`src/rtl/fetch_pc_unit_pkg.sv`:
```
// Shared constants and FSM encoding for the PC generation / instruction fetch stage.
package fetch_pc_unit_pkg;

    localparam int DEF_ADR_BIT  = 32;
    localparam int DEF_ISC_BIT  = 32;
    localparam int DEF_RESET_PC = 0;
    localparam int DEF_PC_INC   = 4;

    typedef enum logic [1:0] {
        S_IDLE  = 2'd0,
        S_FETCH = 2'd1,
        S_HOLD  = 2'd2
    } fetch_state_t;

endpackage

```
`src/rtl/fetch_pc_unit_if.sv`:
```
// Instruction-memory req/ack port: the fetch unit is master, the memory is slave.
interface fetch_pc_unit_if
    import fetch_pc_unit_pkg::*;
#(
    parameter int ADR_BIT = DEF_ADR_BIT,
    parameter int ISC_BIT = DEF_ISC_BIT
);
    logic               req;
    logic [ADR_BIT-1:0] addr;
    logic               ack;
    logic [ISC_BIT-1:0] rdata;

    modport master (output req, addr, input ack, rdata);
    modport slave  (input req, addr, output ack, rdata);
endinterface

```
`src/rtl/fetch_hold_buf.sv`:
```
// One-entry skid register catching an ack that arrives while IF/ID is stalled and full.
module fetch_hold_buf #(
    parameter int ADR_BIT = 32,
    parameter int ISC_BIT = 32
) (
    input  logic               clk,
    input  logic               rst,
    input  logic               load,
    input  logic               clear,
    input  logic [ISC_BIT-1:0] inst_in,
    input  logic [ADR_BIT-1:0] pc_next_in,
    output logic               hold_valid,
    output logic [ISC_BIT-1:0] hold_inst,
    output logic [ADR_BIT-1:0] hold_pc_next
);

    always_ff @(posedge clk) begin
        if (rst) begin
            hold_valid   <= 1'b0;
            hold_inst    <= '0;
            hold_pc_next <= '0;
        end else if (clear) begin
            hold_valid <= 1'b0;
        end else if (load) begin
            hold_valid   <= 1'b1;
            hold_inst    <= inst_in;
            hold_pc_next <= pc_next_in;
        end
    end

endmodule

```
`src/rtl/fetch_pc_unit.sv`:
```
// PC generation and instruction fetch: redirect selection, req/ack memory port,
// IF/ID output register and squash generation.
module fetch_pc_unit
    import fetch_pc_unit_pkg::*;
#(
    parameter int                 ADR_BIT  = DEF_ADR_BIT,
    parameter int                 ISC_BIT  = DEF_ISC_BIT,
    parameter logic [ADR_BIT-1:0] RESET_PC = ADR_BIT'(DEF_RESET_PC),
    parameter int                 PC_INC   = DEF_PC_INC
) (
    input  logic               clk,
    input  logic               rst,
    input  logic               stall,
    input  logic               branch_jump_flag,
    input  logic [ADR_BIT-1:0] branch_addr_ex,
    input  logic               id_jump_flag,
    input  logic [ADR_BIT-1:0] branch_addr_id,
    fetch_pc_unit_if.master    imem,
    output logic [ISC_BIT-1:0] if_inst,
    output logic [ADR_BIT-1:0] if_pc_next,
    output logic               if_valid,
    output logic               flush_id,
    output logic               flush_ex
);

    fetch_state_t       state;
    logic [ADR_BIT-1:0] pc, pc_d, pc_inc, target, addr_q;
    logic               req_q, drop;
    logic               ex_redir, id_redir, redirect, slot_free;
    logic               good_ack, load_hold, unload_hold;
    logic               hold_valid;
    logic [ISC_BIT-1:0] hold_inst;
    logic [ADR_BIT-1:0] hold_pc_next;

    assign ex_redir  = branch_jump_flag;
    assign id_redir  = id_jump_flag & ~stall & ~branch_jump_flag;
    assign redirect  = ex_redir | id_redir;
    assign target    = ex_redir ? branch_addr_ex : branch_addr_id;
    assign flush_id  = redirect;
    assign flush_ex  = ex_redir;
    assign slot_free = ~if_valid | ~stall;
    assign pc_inc    = pc + ADR_BIT'(PC_INC);

    // Only an ack for the live request, not overtaken by a redirect, carries usable data.
    assign good_ack    = req_q & imem.ack & ~drop & ~redirect;
    assign load_hold   = good_ack & ~slot_free;
    assign unload_hold = (state == S_HOLD) & ~stall & ~redirect;

    always_comb begin
        pc_d = pc;
        if (redirect)      pc_d = target;
        else if (good_ack) pc_d = pc_inc;
    end

    assign imem.req  = req_q;
    assign imem.addr = addr_q;

    fetch_hold_buf #(.ADR_BIT(ADR_BIT), .ISC_BIT(ISC_BIT)) u_hold (
        .clk          (clk),
        .rst          (rst),
        .load         (load_hold),
        .clear        (redirect | unload_hold),
        .inst_in      (imem.rdata),
        .pc_next_in   (pc_inc),
        .hold_valid   (hold_valid),
        .hold_inst    (hold_inst),
        .hold_pc_next (hold_pc_next)
    );

    always_ff @(posedge clk) begin
        if (rst) begin
            pc         <= RESET_PC;
            addr_q     <= RESET_PC;
            state      <= S_IDLE;
            req_q      <= 1'b0;
            drop       <= req_q;
            if_valid   <= 1'b0;
            if_inst    <= '0;
            if_pc_next <= '0;
        end else begin
            pc <= pc_d;
            // A request waiting for its ack keeps its address even across a redirect.
            if (!(req_q && !imem.ack))
                addr_q <= pc_d;

            if (redirect && req_q && !imem.ack)
                drop <= 1'b1;
            else if (imem.ack)
                drop <= 1'b0;

            if (redirect) begin
                if_valid <= 1'b0;
            end else if (good_ack && slot_free) begin
                if_inst    <= imem.rdata;
                if_pc_next <= pc_inc;
                if_valid   <= 1'b1;
            end else if (unload_hold) begin
                if_inst    <= hold_inst;
                if_pc_next <= hold_pc_next;
                if_valid   <= hold_valid;
            end else if (!stall) begin
                if_valid <= 1'b0;
            end

            if (redirect) begin
                state <= S_FETCH;
                req_q <= 1'b1;
            end else begin
                case (state)
                    S_IDLE: begin
                        state <= S_FETCH;
                        req_q <= 1'b1;
                    end
                    S_FETCH: if (load_hold) begin
                        state <= S_HOLD;
                        req_q <= 1'b0;
                    end
                    S_HOLD: if (!stall) begin
                        state <= S_FETCH;
                        req_q <= 1'b1;
                    end
                    default: begin
                        state <= S_IDLE;
                        req_q <= 1'b0;
                    end
                endcase
            end
        end
    end

endmodule

```
`src/flat_wrapper.sv`:
```
// flat-port wrapper written by rule: the top's interface ports become plain ports
module fetch_pc_unit_flat import fetch_pc_unit_pkg::*;
#(
    parameter int                 ADR_BIT  = DEF_ADR_BIT,
    parameter int                 ISC_BIT  = DEF_ISC_BIT,
    parameter logic [ADR_BIT-1:0] RESET_PC = ADR_BIT'(DEF_RESET_PC),
    parameter int                 PC_INC   = DEF_PC_INC
)
  (clk, rst, stall, branch_jump_flag, branch_addr_ex, id_jump_flag, branch_addr_id, if_inst, if_pc_next, if_valid, flush_id, flush_ex, imem_req, imem_addr, imem_ack, imem_rdata);
  fetch_pc_unit_if #(.ADR_BIT(ADR_BIT), .ISC_BIT(ISC_BIT)) imem_i ();
  input  logic clk;
  input  logic rst;
  input  logic stall;
  input  logic branch_jump_flag;
  input  logic [ADR_BIT-1:0] branch_addr_ex;
  input  logic id_jump_flag;
  input  logic [ADR_BIT-1:0] branch_addr_id;
  output logic [ISC_BIT-1:0] if_inst;
  output logic [ADR_BIT-1:0] if_pc_next;
  output logic if_valid;
  output logic flush_id;
  output logic flush_ex;
  output wire logic [$bits(imem_i.req)-1:0] imem_req;
  output wire logic [$bits(imem_i.addr)-1:0] imem_addr;
  input wire logic [$bits(imem_i.ack)-1:0] imem_ack;
  input wire logic [$bits(imem_i.rdata)-1:0] imem_rdata;
  assign imem_req = imem_i.req;
  assign imem_addr = imem_i.addr;
  assign imem_i.ack = imem_ack;
  assign imem_i.rdata = imem_rdata;
  fetch_pc_unit #(.ADR_BIT(ADR_BIT), .ISC_BIT(ISC_BIT), .RESET_PC(RESET_PC), .PC_INC(PC_INC)) u_core (.clk(clk), .rst(rst), .stall(stall), .branch_jump_flag(branch_jump_flag), .branch_addr_ex(branch_addr_ex), .id_jump_flag(id_jump_flag), .branch_addr_id(branch_addr_id), .imem(imem_i), .if_inst(if_inst), .if_pc_next(if_pc_next), .if_valid(if_valid), .flush_id(flush_id), .flush_ex(flush_ex));
endmodule
```
`config.mk`:
```
export PLATFORM = sky130hd
export DESIGN_NAME = fetch_pc_unit_flat
export DESIGN_NICKNAME = d
export VERILOG_FILES = /design/src/rtl/fetch_pc_unit_pkg.sv /design/src/rtl/fetch_pc_unit_if.sv /design/src/rtl/fetch_hold_buf.sv /design/src/rtl/fetch_pc_unit.sv /design/src/flat_wrapper.sv
export SDC_FILE = /design/constraint.sdc
export NUM_CORES = 1
export LEC_CHECK = 0
export BUFFER_PORTS_ARGS = -buffer_cell sky130_fd_sc_hd__buf_2
export CAP_MARGIN = 30
export CORE_ASPECT_RATIO = 2
export CORE_UTILIZATION = 59
export DETAILED_ROUTE_END_ITERATION = 10
export PLACE_DENSITY_LB_ADDON = 0.1
export SKIP_LAST_GASP = 1
export SYNTH_ARGS = -nofsm -noshare
export SYNTH_HDL_FRONTEND = slang
export SYNTH_SLANG_ARGS = --single-unit
export TNS_END_PERCENT = 20
```
`constraint.sdc`:
```
create_clock -name clk -period 3.5 [get_ports clk]
set_input_delay 0 -clock clk [delete_from_list [all_inputs] [get_ports clk]]
set_output_delay 0 -clock clk [all_outputs]
set_load 0.01 [all_outputs]
```
==> results.md <==
Power:
- Of the total power, registers draw 0.479.
- Of the total power, the share spent switching nets is 0.261.
- For this design the total switching power over the nets is 1330 uW.
- In this run the power density over the cells is 437 nW/um^2.
- The internal portion of total power is 3770 uW.
- The worst vdd rail ir drop is 0.000282 V.
- The leakage component of the power is 0.00516 uW.
- The combinational share of power is 0.123.
- The clock share of power is 0.397.

Outcome:
- The run finished with clean final reports.

Timing:
- Setup repair after global routing left no endpoint under its margin.
- In the final timing run, aggregate negative setup slack is 0 ns.
- For the final database, setup skew stands at 0.0136 ns.
- Based on the critical path, the design can be clocked at up to 394 MHz.
- The final-report setup violation count is 0.
- Measured against its own limit, the worst slew margin works out to 0.340.
- Dividing the final minimum period by the clock period gives 0.726.
- At the pin with the least slew margin, the transition time is 0.990 ns.
- The final number of max-transition violations is 0.
- The hold violation total from the final report is 0.
- The minimum period implied by the final worst setup slack is 2.54 ns.

Synth:
- Counting flops with an async set or reset pin after synthesis yields a share of 0.
- The cell area that synthesis handed to floorplanning was 9070 um^2.
- The number of distinct library cell variants in the gate-level netlist after synthesis is 51.
- The largest family of logic cells by synthesized area is simple AND/OR/NAND/NOR gates.
- The commonest cells after synthesis are sky130_fd_sc_hd__dfxtp_1, sky130_fd_sc_hd__nand2_1, sky130_fd_sc_hd__nor2_1.
- Of the post-synthesis cell area, the part taken by muxes is 0.0944.
- The most common cell in the synthesized netlist is sky130_fd_sc_hd__dfxtp_1.
- Of the synthesized area, sequential elements account for 0.438.
- The post-synthesis compound-gate area fraction came to 0.150.
- The count of yosys warnings during synthesis is 0.
- The synthesized design contains 198 register bits.
- The adder and majority gate portion of the synthesized area is 0.00138.
- The cell count after synthesis is 1075.
- The share of synthesized area in the top cell type comes to 0.435.
- After synthesis, the cell types taking the most area are sky130_fd_sc_hd__dfxtp_1, sky130_fd_sc_hd__mux2i_1, sky130_fd_sc_hd__a211oi_1, sky130_fd_sc_hd__nand2_1, sky130_fd_sc_hd__nor2_1.
- The count of flip-flops with a built-in enable after synthesis is 1.
- When the netlist entered floorplanning its net count stood at 1178.
- The largest area contributor in the synthesized netlist is sky130_fd_sc_hd__dfxtp_1.
- The most used flip-flop cell after synthesis is sky130_fd_sc_hd__dfxtp_1.
- Dividing the synthesized area by the synthesized cell count gives 8.44 um^2.
- Of the total synthesized cell area, the portion taken by XOR and XNOR cells is 0.0582.
- Of the total synthesized cell area, the portion taken by AND, OR, NAND and NOR gates is 0.212.

Placement:
- The number of placed instances with taps included is 1395.
- During placement, the flow inserted port buffers numbering 201.
- The global placer's final weighted congestion is 0.877.
- Once detailed placement completed, the half-perimeter wirelength came to 15.1 mm.

Setup path:
- The worst endpoint data arrival time is 2.90 ns.
- The delay of the slowest cell on the worst path is 0.80 ns.
- The cell with the biggest individual delay on the critical path is sky130_fd_sc_hd__nor4_1.
- The highest fanout seen on the critical path is 8.
- The signal on the critical path passes through ha_1, nand3_2, nor4_1, nand4_1, xnor2_1, o211ai_1, a21oi_1.
- The worst setup path is launched from a register.
- The worst endpoint required time is 3.86 ns.
- The kind of end point of the critical path is a register.
- The critical path is of the register to register type.

Layout:
- The number of antenna diodes in the final layout is 0.
- After the flow finishes, the layout carries non-filler instances totaling 1521.
- The final layout contains 1416 nets.
- The proportion of layout cells with a drive suffix above 1 is 0.210.
- The area growth from synthesis to layout is 28.6%.
- The final design utilization is 0.783.

Clocking:
- The tree is rooted in a sky130_fd_sc_hd__clkbuf_16.
- The post-CTS resize count is 0.
- The sink count of the clock tree is 198.
- Counting along the longest clock path gives a buffer depth of 2.
- The CTS clock-pin slew for the worst setup and hold paths is 0.07 ns.
- TritonCTS built the clock tree.
- The source-to-sink clock delay at the later pin of the worst-skew pair is 0.44 ns.
- TritonCTS created 17 clock buffers.
- The H-tree depth is 4.
- The total setup buffers inserted after CTS is 0.

GRT:
- The total congestion overflow is 0.
- The via count of the first global-routing pass was 8219.
- Entering global routing, the biggest net connects 103 pins.
- The initial antenna violation count is 0.
- The first-pass GRT wire length is 38.2 mm.
- For this run, the total global-route usage over all layers was measured as 0.308.

Detailed routing:
- The mean routed wirelength per cell is 15.7 um.
- The total number of vias is 8495.
- Using the TritonRoute via totals, the vias-per-cell ratio works out to 5.59.
- The number of nets with antenna violations after routing is 0.
- The number of iterations in the first detailed-routing pass is 5.
- After the first detailed-routing iteration, the DRC count stood at 493.
- For this block, the routed nets add up to 23.9 mm of wire.
- The remaining routing DRC violations is 0.

Floorplanning:
- The initial utilization of the core area, before any placement, comes to 0.609.
- The number of ports placed on the die boundary is 202.
- The horizontal die dimension is 89.7 um.
- The die is 177 um tall.
- The die covers 15900 um^2.
- After floorplanning, the core was sized to cover 14900 um^2.
- After floorplanning, the core was divided into 63 placement rows.

Job:
- The max-capacitance violation count is 0.

Hold path:
- The path class of the tightest hold or removal check is primary input to register.
cell families after synthesis:
group           Yosys count
simple gates            422
compound gates          214
flops                   198
buf+inv                  99
mux                      85
xor+xnor                 56
fa+ha+maj                 1
layout by cell type (no fill, tap or decap), types with 4 or more instances in the layout:
cell / n
sky130_fd_sc_hd__buf_2: 200
sky130_fd_sc_hd__nor2b_1: 5
sky130_fd_sc_hd__xnor2_1: 38
sky130_fd_sc_hd__dlygate4sd3_1: 94
sky130_fd_sc_hd__inv_6: 4
sky130_fd_sc_hd__o211ai_1: 13
sky130_fd_sc_hd__inv_1: 6
sky130_fd_sc_hd__nor3_1: 17
sky130_fd_sc_hd__and3_1: 14
sky130_fd_sc_hd__nand4_1: 17
sky130_fd_sc_hd__dfxtp_1: 197
sky130_fd_sc_hd__nand3_2: 4
sky130_fd_sc_hd__buf_4: 14
sky130_fd_sc_hd__xor2_1: 13
sky130_fd_sc_hd__mux2_2: 5
sky130_fd_sc_hd__nand3_1: 20
sky130_fd_sc_hd__clkbuf_16: 18
sky130_fd_sc_hd__o21ai_0: 28
sky130_fd_sc_hd__a21oi_1: 75
sky130_fd_sc_hd__xnor2_2: 5
sky130_fd_sc_hd__mux2i_1: 80
sky130_fd_sc_hd__nor2_1: 144
sky130_fd_sc_hd__nand3b_1: 11
sky130_fd_sc_hd__nand2_1: 162
sky130_fd_sc_hd__nor4_1: 6
sky130_fd_sc_hd__a211oi_1: 88
flip-flops by register name, summed over array words and instances (netlist names), 2 cells and up:
signal	cells
u_core.u_hold.hold_inst	32
u_core.pc	32
u_core.if_inst	32
u_core.if_pc_next	32
u_core.state	2
u_core.imem.addr	32
u_core.u_hold.hold_pc_next	32
per-layer routing:
metal  track usage  vias to the layer above  routed length (um)
li1              -                     4195                   -
met1         0.342                     3969                9510
met2         0.552                      274               12400
met3        0.0530                       57                1090
met4         0.142                        0                 880
met5             0                        -                   0
worst max-delay path, delay by kind of cell (launching register included):
family | cells | cell delay, ns
AND/OR/NAND/NOR | 3 | 1.22
flip-flops | 1 | 0.44
XOR/XNOR | 1 | 0.26
adder cells (fa/ha/maj) | 1 | 0.26
AO/OA/AOI/OAI | 2 | 0.28
per-stage QoR:
step	instance area, um^2	hold slack (ns)	worst slack [ns]	power (uW)
finish	11700	0.0137	0.959	5100
global route	11700	0.0513	0.782	5280
CTS	11700	0.000752	0.915	5120
detailed placement	10100	0.258	1.04	3010
global placement	10100	0.253	1.10	3010
floorplan	9070	0.0918	1.57	2810
timing repair:
item | 4_1_cts | 5_1_grt
endpoints found under the setup margin | 0 | 0
hold buffers | 94 | 0
endpoints found under the hold margin | 98 | 0
path summary, 6_finish.rpt:
check	start	to	slack (ns)	cells past startpoint
worst max-delay path	u_core.pc[2]	u_core.imem.addr[26]	0.96	7
worst max register to register	u_core.pc[2]	u_core.imem.addr[26]	0.96	7
worst min-delay path	branch_addr_id[6]	u_core.pc[6]	0.01	3
worst min register to register	u_core.imem.addr[23]	u_core.imem.addr[23]	0.45	2
power groups by stage:
stage                     clock network [uW]  logic [uW]  registers [uW]
after global routing                    2140         689            2460
after detailed placement                   0         523            2490
final                                   2030         629            2440
after CTS                               2060         618            2440
after global placement                     0         516            2490
after floorplan                            0         323            2490
area by class of cell:
type,count,area (um^2)
Multi-Input combinational cell,778,4710
Clock inverter,11,128
Sequential cell,198,3970
Timing Repair Buffer,311,2100
Clock buffer,21,492
Fill cell,1044,3230
Inverter,7,26.3
Tap cell,195,244
Power figures use the tool's default switching activity.
